$ cat src/rtl/event_counter_pkg.sv
// event_counter_pkg: shared types and constants for the event_counter slice.
//   - deb_state_e : key debounce FSM states
//   - SEG_LUT     : active-low seven-segment patterns {g,f,e,d,c,b,a} for 0-F
//   - SEG_BLANK / SEG_ZERO : all-off and "0" patterns
//   - cnt_width() : count width derived from the number of hex digits
//   - seg_decode(): nibble to segment pattern
package event_counter_pkg;

    typedef enum logic [1:0] {
        StReleased,
        StWaitLow,
        StPressed,
        StWaitHigh
    } deb_state_e;

    localparam logic [6:0] SEG_BLANK = 7'b1111111;
    localparam logic [6:0] SEG_ZERO  = 7'b1000000;

    localparam logic [6:0] SEG_LUT [16] = '{
        7'b1000000,  // 0
        7'b1111001,  // 1
        7'b0100100,  // 2
        7'b0110000,  // 3
        7'b0011001,  // 4
        7'b0010010,  // 5
        7'b0000010,  // 6
        7'b1111000,  // 7
        7'b0000000,  // 8
        7'b0010000,  // 9
        7'b0001000,  // A
        7'b0000011,  // b
        7'b1000110,  // C
        7'b0100001,  // d
        7'b0000110,  // E
        7'b0001110   // F
    };

    function automatic int unsigned cnt_width(input int unsigned digits);
        return 4 * digits;
    endfunction

    function automatic logic [6:0] seg_decode(input logic [3:0] nib);
        return SEG_LUT[nib];
    endfunction

endpackage

$ cat src/rtl/event_counter_key_debounce.sv
// key_debounce: turns a synchronised active-low key level into a one-cycle press pulse.
// Build option EVENT_COUNTER_DEBOUNCE_EN:
//   defined   - four-state FSM; an edge is accepted only after the new level has been
//               stable for DEBOUNCE_CYCLES cycles. Resets into StWaitHigh so a key held
//               through reset must be released before it can count.
//   undefined - plain falling-edge detector; every bounce produces a pulse.
// Ports:
//   clk100_i - system clock
//   rst_i    - synchronous active-high reset
//   key_n_i  - synchronised key level, low = pressed
//   press_o  - registered one-cycle press pulse
module key_debounce
    import event_counter_pkg::*;
#(
    parameter int unsigned DEBOUNCE_CYCLES = 16
) (
    input  logic clk100_i,
    input  logic rst_i,
    input  logic key_n_i,
    output logic press_o
);

    if (DEBOUNCE_CYCLES < 2) begin : g_bad_cfg
        $error("key_debounce: DEBOUNCE_CYCLES must be at least 2");
    end

    logic press_q, press_d;

`ifdef EVENT_COUNTER_DEBOUNCE_EN

    localparam int unsigned TimerW = $clog2(DEBOUNCE_CYCLES);
    // Timer counts down to zero, so a load of N-1 gives N cycles in a wait state.
    localparam logic [TimerW-1:0] TimerLoad = TimerW'(DEBOUNCE_CYCLES - 1);

    deb_state_e        state_q, state_d;
    logic [TimerW-1:0] timer_q, timer_d;

    always_comb begin
        state_d = state_q;
        timer_d = timer_q;
        press_d = 1'b0;
        unique case (state_q)
            StReleased: begin
                if (!key_n_i) begin
                    state_d = StWaitLow;
                    timer_d = TimerLoad;
                end
            end
            StWaitLow: begin
                if (key_n_i) begin
                    state_d = StReleased;
                end else if (timer_q == '0) begin
                    state_d = StPressed;
                    press_d = 1'b1;
                end else begin
                    timer_d = timer_q - TimerW'(1);
                end
            end
            StPressed: begin
                if (key_n_i) begin
                    state_d = StWaitHigh;
                    timer_d = TimerLoad;
                end
            end
            StWaitHigh: begin
                if (!key_n_i) begin
                    state_d = StPressed;
                end else if (timer_q == '0) begin
                    state_d = StReleased;
                end else begin
                    timer_d = timer_q - TimerW'(1);
                end
            end
            default: begin
                state_d = StWaitHigh;
                timer_d = TimerLoad;
            end
        endcase
    end

    always_ff @(posedge clk100_i) begin
        if (rst_i) begin
            state_q <= StWaitHigh;
            timer_q <= TimerLoad;
            press_q <= 1'b0;
        end else begin
            state_q <= state_d;
            timer_q <= timer_d;
            press_q <= press_d;
        end
    end

`else

    // Previous level resets high, matching the released synchroniser state.
    logic prev_q;

    always_comb begin
        press_d = prev_q & ~key_n_i;
    end

    always_ff @(posedge clk100_i) begin
        if (rst_i) begin
            prev_q  <= 1'b1;
            press_q <= 1'b0;
        end else begin
            prev_q  <= key_n_i;
            press_q <= press_d;
        end
    end

`endif

    assign press_o = press_q;

endmodule

$ cat src/rtl/event_counter.sv
// event_counter: board-level press counter.
// Counts debounced step-key presses up or down (direction key level), clears on the
// clear key, captures the switch bank onto the LEDs on each counted step and shows the
// count in hex on DIGITS seven-segment displays.
// Build option EVENT_COUNTER_DEBOUNCE_EN enables the debounce FSM in key_debounce;
// without it each synchronised falling edge counts.
// Ports:
//   clk100_i - system clock (only clock)
//   rst_i    - synchronous active-high reset
//   sw_i     - switch bank, captured on a counted step
//   key_i    - active-low asynchronous keys: [2] step, [1] clear, [0] direction (1 = up)
//   ledr_o   - last captured switch value
//   hex_o    - active-low segments, digit i at [7*i+6:7*i], digit 0 = least significant
//   cnt_o    - current count
//   wrap_o   - one-cycle pulse when a step wraps the count
module event_counter
    import event_counter_pkg::*;
#(
    parameter int unsigned SW_W            = 10,
    parameter int unsigned DIGITS          = 3,
    parameter int unsigned DEBOUNCE_CYCLES = 16,
    localparam int unsigned CNT_W          = cnt_width(DIGITS)
) (
    input  logic                  clk100_i,
    input  logic                  rst_i,
    input  logic [SW_W-1:0]       sw_i,
    input  logic [2:0]            key_i,
    output logic [SW_W-1:0]       ledr_o,
    output logic [7*DIGITS-1:0]   hex_o,
    output logic [CNT_W-1:0]      cnt_o,
    output logic                  wrap_o
);

    // Two-stage synchroniser for all keys; resets to the released (high) level.
    logic [2:0] key_meta_q, key_meta_d;
    logic [2:0] key_sync_q, key_sync_d;

    always_comb begin
        key_meta_d = key_i;
        key_sync_d = key_meta_q;
    end

    always_ff @(posedge clk100_i) begin
        if (rst_i) begin
            key_meta_q <= 3'b111;
            key_sync_q <= 3'b111;
        end else begin
            key_meta_q <= key_meta_d;
            key_sync_q <= key_sync_d;
        end
    end

    logic step_press, clr_press;

    key_debounce #(
        .DEBOUNCE_CYCLES (DEBOUNCE_CYCLES)
    ) u_step_debounce (
        .clk100_i (clk100_i),
        .rst_i    (rst_i),
        .key_n_i  (key_sync_q[2]),
        .press_o  (step_press)
    );

    key_debounce #(
        .DEBOUNCE_CYCLES (DEBOUNCE_CYCLES)
    ) u_clr_debounce (
        .clk100_i (clk100_i),
        .rst_i    (rst_i),
        .key_n_i  (key_sync_q[1]),
        .press_o  (clr_press)
    );

    // Direction is a plain level, read on the cycle the step pulse arrives.
    logic dir_up;
    assign dir_up = key_sync_q[0];

    logic [CNT_W-1:0] cnt_q, cnt_d;
    logic [SW_W-1:0]  ledr_q, ledr_d;
    logic             wrap_q, wrap_d;

    always_comb begin
        cnt_d  = cnt_q;
        ledr_d = ledr_q;
        wrap_d = 1'b0;
        if (clr_press) begin
            // Clear has priority over a simultaneous step: no capture, no wrap.
            cnt_d = '0;
        end else if (step_press) begin
            ledr_d = sw_i;
            if (dir_up) begin
                cnt_d  = cnt_q + CNT_W'(1);
                wrap_d = &cnt_q;
            end else begin
                cnt_d  = cnt_q - CNT_W'(1);
                wrap_d = ~|cnt_q;
            end
        end
    end

    always_ff @(posedge clk100_i) begin
        if (rst_i) begin
            cnt_q  <= '0;
            ledr_q <= '0;
            wrap_q <= 1'b0;
        end else begin
            cnt_q  <= cnt_d;
            ledr_q <= ledr_d;
            wrap_q <= wrap_d;
        end
    end

    // Registered hex display, one cycle behind the count.
    logic [7*DIGITS-1:0] hex_q, hex_d;

    for (genvar g = 0; g < DIGITS; g++) begin : g_hex
        assign hex_d[7*g +: 7] = seg_decode(cnt_q[4*g +: 4]);
    end

    always_ff @(posedge clk100_i) begin
        if (rst_i) begin
            hex_q <= {DIGITS{SEG_ZERO}};
        end else begin
            hex_q <= hex_d;
        end
    end

    assign cnt_o  = cnt_q;
    assign ledr_o = ledr_q;
    assign wrap_o = wrap_q;
    assign hex_o  = hex_q;

endmodule

$ cat config.mk
export PLATFORM = sky130hd
export DESIGN_NAME = event_counter
export DESIGN_NICKNAME = d
export VERILOG_FILES = /design/src/rtl/event_counter_pkg.sv /design/src/rtl/event_counter_key_debounce.sv /design/src/rtl/event_counter.sv
export SDC_FILE = /design/constraint.sdc
export NUM_CORES = 1
export LEC_CHECK = 0
export ABC_AREA = 1
export CAP_MARGIN = 10
export CORE_MARGIN = 5
export CORE_UTILIZATION = 40
export DETAILED_ROUTE_END_ITERATION = 8
export GPL_TIMING_DRIVEN = 0
export HOLD_SLACK_MARGIN = 0.05
export PLACE_DENSITY = 0.63
export SYNTH_ARGS = -nofsm -noshare
export SYNTH_HDL_FRONTEND = slang
export SYNTH_SLANG_ARGS = --single-unit
$ cat constraint.sdc
create_clock -name clk100_i -period 1.5 [get_ports clk100_i]
set_input_delay 0.225 -clock clk100_i [delete_from_list [all_inputs] [get_ports clk100_i]]
set_output_delay 0.225 -clock clk100_i [all_outputs]
set_load 0.05 [all_outputs]
Yosys cells after proc, flatten, opt, wreduce, memory -nomap -nowiden
Memory sizes are Yosys's and may differ from the RTL's. A register that Yosys moved wholly into a read port is not among the register bits.
Index checks and enable logic that the tools add are counted.
W data, S select, Z words.
Cells by class
  reductions and logical operators: 6
  bitwise operators: 9
  muxes and demuxes: 2
  add/subtract/negate cells: 2
Operators by type and width (number)
  $not A4 Y5: 3
  $add A12 B1 Y12 const B: 1
  $mux W12: 1
  $reduce_and A12 Y1: 1
  $reduce_or A12 Y1: 1
  $sub A12 B1 Y12 const B: 1
  $not A1 Y1: 4
  $reduce_or A3 Y1: 1
  $and A1 B1 Y1: 2
  $reduce_and A2 Y1: 1
  $reduce_or A2 Y1: 1
  $logic_not A1 Y1: 1
  $mux W1: 1
Storage, ports and cells
  memory bits (read-only): 336
  word-level logic and storage cells: 31
  memories: 3
  input bits: 15
  output and inout port bits: 44
  bits in registers: 33
Memories
  (name not given): depth 16, width 7, rd ports 1, clocked after Yosys merged registers in 1, wr ports 0, RTL line event_counter_pkg.sv:43  | return SEG_LUT[nib];
  (name not given): depth 16, width 7, rd ports 1, clocked after Yosys merged registers in 1, wr ports 0, RTL line event_counter_pkg.sv:43
  (name not given): depth 16, width 7, rd ports 1, clocked after Yosys merged registers in 1, wr ports 0, RTL line event_counter_pkg.sv:43

Longest topological paths before layout
  depth after elaboration: 3
  depth in mapped cells: 12
  mapped depth without buffers: 12

By module
Synthesis repeated with hierarchy kept, for this count alone.
Unflattened totals
  cell total of the unflattened synthesis: 414
  area, all modules: 2969.1 um2
By module, submodules not included
  event_counter: area an instance 2854.0 um2, instances 1, cells an instance 402, seq. area each 1001.0 um2
  key_debounce: area an instance 57.6 um2, instances 2, cells an instance 6, seq. area each 40.0 um2

Least setup slack after synthesis
OpenSTA, ideal clock, no wires.
  kind: register -> register
  start: register cnt_q[5] (netlist: cnt_o[5])
  end: register cnt_q[8] (netlist: cnt_o[8])
  buffers on the path: 0
  path slack: -0.317 ns
  setup time: 0.113 ns
  arrival time: 1.704 ns
  cell stages (with the launch flop): 10
  period minus slack after synthesis: 1.817 ns
  required time: 1.387 ns
  cells stage by stage: dfxtp_1 ha_1 a21oi_2 nor2_1 nor2_1 nand2_1 nand2_1 nand2_1 o21ai_1 inv_1
On the way
  word-level cells in the longest chain between the ends: 2
  elaborated cells on any way between the ends: 3
  classes of those cells: add/sub: 2; mux: 1
RTL lines
  start, declared: RTL line event_counter.sv:77  | logic [CNT_W-1:0] cnt_q, cnt_d;
  start signal, assigned: RTL line event_counter.sv:106  | cnt_q <= cnt_d;
  $sub A12 B1 Y12 or $add A12 B1 Y12 (tied branches): RTL line event_counter.sv:94, event_counter.sv:91
  $mux W12 (*): RTL line event_counter.sv:90  | if (dir_up) begin
Every way passes the cells marked *; elsewhere a longest branch is shown, timed or not.
A chain may end at the register's enable or synchronous reset.

Worst setup path in the final report
  start: register key_sync_q[0]
  end: register cnt_q[10] (netlist: cnt_o[10])
On the way
  word-level cells in the longest chain between the ends: 1
RTL lines
  start, declared: RTL line event_counter.sv:36  | logic [2:0] key_sync_q, key_sync_d;
  start signal, assigned: RTL line event_counter.sv:49  | key_sync_q <= key_sync_d;
  $mux W12: RTL line event_counter.sv:90
No other way between the ends.

==> metrics <==
status finished, violations left; failing checks negative setup slack; GRT overflow 0; overall routing resource usage 17.6%; final core utilization 58.3%; Net Sw Power 0.895 mW; drt first pass iters 4; Async SR Flop Fraction 0%; clock sinks 54; cell mode on critical path nand2_1; Pwr Density 745 mW/mm²; Max FO, Critical Path 6; first-pass GRT wire length 12.8 mm; Die Width 95.9 µm; netlist area before placement 0.00295 mm²; combinational power share 18.6%; Slew Limit Fails 0; Initial DRC Count 159; Hold Crit Class register to register; row count 31; Initial Util 40.9%; CP max-delay cell dfxtp_4; Mapped Nets 451; CP peak stage delay 0.43 ns; port bufs 58; Core Region 0.00721 mm²; worst skew pair latency 0.31 ns; Max-Cap Viols 0; shortest period the worst path allows 1.61 ns; Max Buffers Root-to-Sink 2; Vias/cell 4.87; clk_skew 0.00361 ns; kind of critical path register to register; main flop type after synthesis dfxtp_1; Area Growth Syn to Fin 42.4%; top post-synthesis cells by area dfxtp_1 (37%), ha_1 (11%), nand2_1 (9.9%); Hold-fix buffers, CTS 0; Mapped Cells 408; Distinct cells, synth 32; setup ws final -0.108 ns; Slew @ Worst Pin 0.510 ns; Clock power frac 33.2%; nets 532; crit path capture type register; ANT cells 0; Synth top area share 36.6%; crit-path cells inv_8 > ha_4 > nand2_1 > inv_1 > a21oi_2 > nand3_2 > nand2_1 > nand3_1 > nand2_1 > inv_1; number of synthesized register bits 54; dominant cell type by area after synthesis dfxtp_1; Residual DRC 0; placed insts 565; Final ANT Viol Nets 0; Routed WL 7.89 mm; Int Pwr 2.24 mW; clk root buf clkbuf_8; setup violators final 9; switching share of power 28.6%; Ys Warns 0; Flop pwr share 48.2%; peak supply drop 0.000439 V; chip height 95.9 µm; Seq/Total Area, Yosys 36.6%; f_max 0.622 GHz; CTS tree done; Arrival @ worst endpoint 1.82 ns; Layout Cells excl Fill 589; share of post-route cells with drive strength above 1 24.5%; hold slack 0.413 ns; # H-tree levels 2; RSZ-0062 raised after global routing yes; Via Count 2871; LEAKAGE 2.01 nW; final hold violation count 0; I/O pins 59; CTS Buf Count 5; setup_tns -0.517 ns; RePlAce Congestion 0.818; Post-synth EDFFs 0; post-DR wirelength/cell 13.4 µm; syn avg cell area 7.24 µm²; worst rel slew slack 66.2%; die area 0.00920 mm²; fin crit share 107%; clock-pin transition on the worst setup and hold timing paths 0.10 ns; vias in the first global route 2679; initial antenna violation count 0; largest net degree at the start of global routing 18; Req. time, crit path 1.71 ns; DP HPWL 5.49 mm; Critical Path Start Type register
[worst paths after layout]
path                         startpoint                endpoint  slack, ns  cells after the start
setup / recovery          key_sync_q[0]               cnt_o[10]      -0.11                     10
hold / removal    u_clr_debounce.prev_q  u_clr_debounce.press_o       0.41                      2
setup reg to reg          key_sync_q[0]               cnt_o[10]      -0.11                     10
hold reg to reg   u_clr_debounce.prev_q  u_clr_debounce.press_o       0.41                      2
[layout by cell type, fill, tap and decap left out, types with 11 or more instances in the layout]
cell             instances
buf_4                   15
ha_1                    16
nand3_1                 19
a21oi_1                 25
inv_1                   51
nand2_2                 13
or2_2                   11
dlygate4sd2_1           37
clkdlybuf4s50_1         14
ha_4                    11
nand2_1                 65
nor2_1                  40
dfxtp_1                 42
o21ai_0                 24
[layout make-up]
type	count	area, µm²
fillers	688	3010
multi-input cells	278	1840
flip-flops and latches	54	1120
repair buffers	73	649
inverters	61	251
well taps	99	124
plain buffers	15	90.1
clock buffers	6	82.6
clock inverters	2	38.8
repair inverters	1	11.3
[metrics by stage]
stage	power, mW	instance area (µm²)	worst slack (ns)
6_report	3.13	4200	-0.108
5_1_grt	3.28	4200	-0.230
4_1_cts	3.12	4030	-0.0734
3_5_place_dp	2.07	3700	-0.174
3_3_place_gp	2.06	3700	-0.160
2_1_floorplan	1.89	2990	0.0128
[flip-flops by register name (all words and copies together) (netlist names)]
signal / cells
cnt_o: 12
u_step_debounce.prev_q: 1
u_clr_debounce.prev_q: 1
u_step_debounce.press_o: 1
hex_o: 21
key_sync_q: 3
key_meta_q: 3
u_clr_debounce.press_o: 1
wrap_o: 1
ledr_o: 10
[synthesized netlist by cell type (2+ instances only)]
| cell type | n |
|---|---|
| a211oi_1 | 6 |
| a21oi_1 | 29 |
| a221oi_1 | 2 |
| a311oi_1 | 2 |
| buf_2 | 9 |
| buf_4 | 2 |
| buf_6 | 2 |
| clkbuf_1 | 2 |
| dfxtp_1 | 54 |
| ha_1 | 27 |
| inv_1 | 58 |
| inv_2 | 2 |
| nand2_1 | 78 |
| nand2_2 | 2 |
| nand3_1 | 25 |
| nand4_1 | 4 |
| nor2_1 | 44 |
| nor3_1 | 6 |
| o211ai_1 | 2 |
| o21ai_0 | 27 |
| or2_2 | 11 |
| xnor2_1 | 3 |
| xor2_1 | 2 |
[repair_timing]
action                     in CTS  in global routing
cloned                          1                  0
setup buffers                   4                 11
setup endpoints to repair      53                 18
pin swaps                      11                  8
gates resized for setup        92                 28
[worst max-delay path, delay by kind of cell (launching register included)]
| family | cells | cell delay (ns) |
|---|---|---|
| buffers and inverters | 3 | 0.19 |
| adders and majority gates | 1 | 0.23 |
| AOI/OAI and AO/OA | 1 | 0.19 |
| DFF | 1 | 0.43 |
| and+or+nand+nor | 5 | 0.46 |
[power by group through the flow]
stage | combinational (mW) | sequential [mW] | clock, mW
2_1_floorplan | 0.210 | 1.68 | 0
3_3_place_gp | 0.526 | 1.54 | 0
3_5_place_dp | 0.530 | 1.54 | 0
4_1_cts | 0.547 | 1.51 | 1.07
5_1_grt | 0.632 | 1.52 | 1.13
6_report | 0.583 | 1.51 | 1.04
[cells by family (layout without fill, tap and decap cells)]
group                      after synthesis  in the layout  share of synthesized area, %
buffers and inverters                   76            158                          10.8
xor gates and xnor gates                 5              5                          1.48
and+or+nand+nor                        173            173                          25.2
adders and majority gates               28             28                          12.1
AOI/OAI and AO/OA                       72             72                          13.8
DFF                                     54             54                          36.6
[per-layer routing]
layer  part of all wire (%)  track usage [%]  vias to the layer above
li1                       -                -                     1473
met1                     45             23.1                     1330
met2                     50             29.7                       63
met3                    4.7             2.97                        5
met4                   0.91             5.21                        0
met5                      0                0                        -
(Power assumes the default switching activity.)
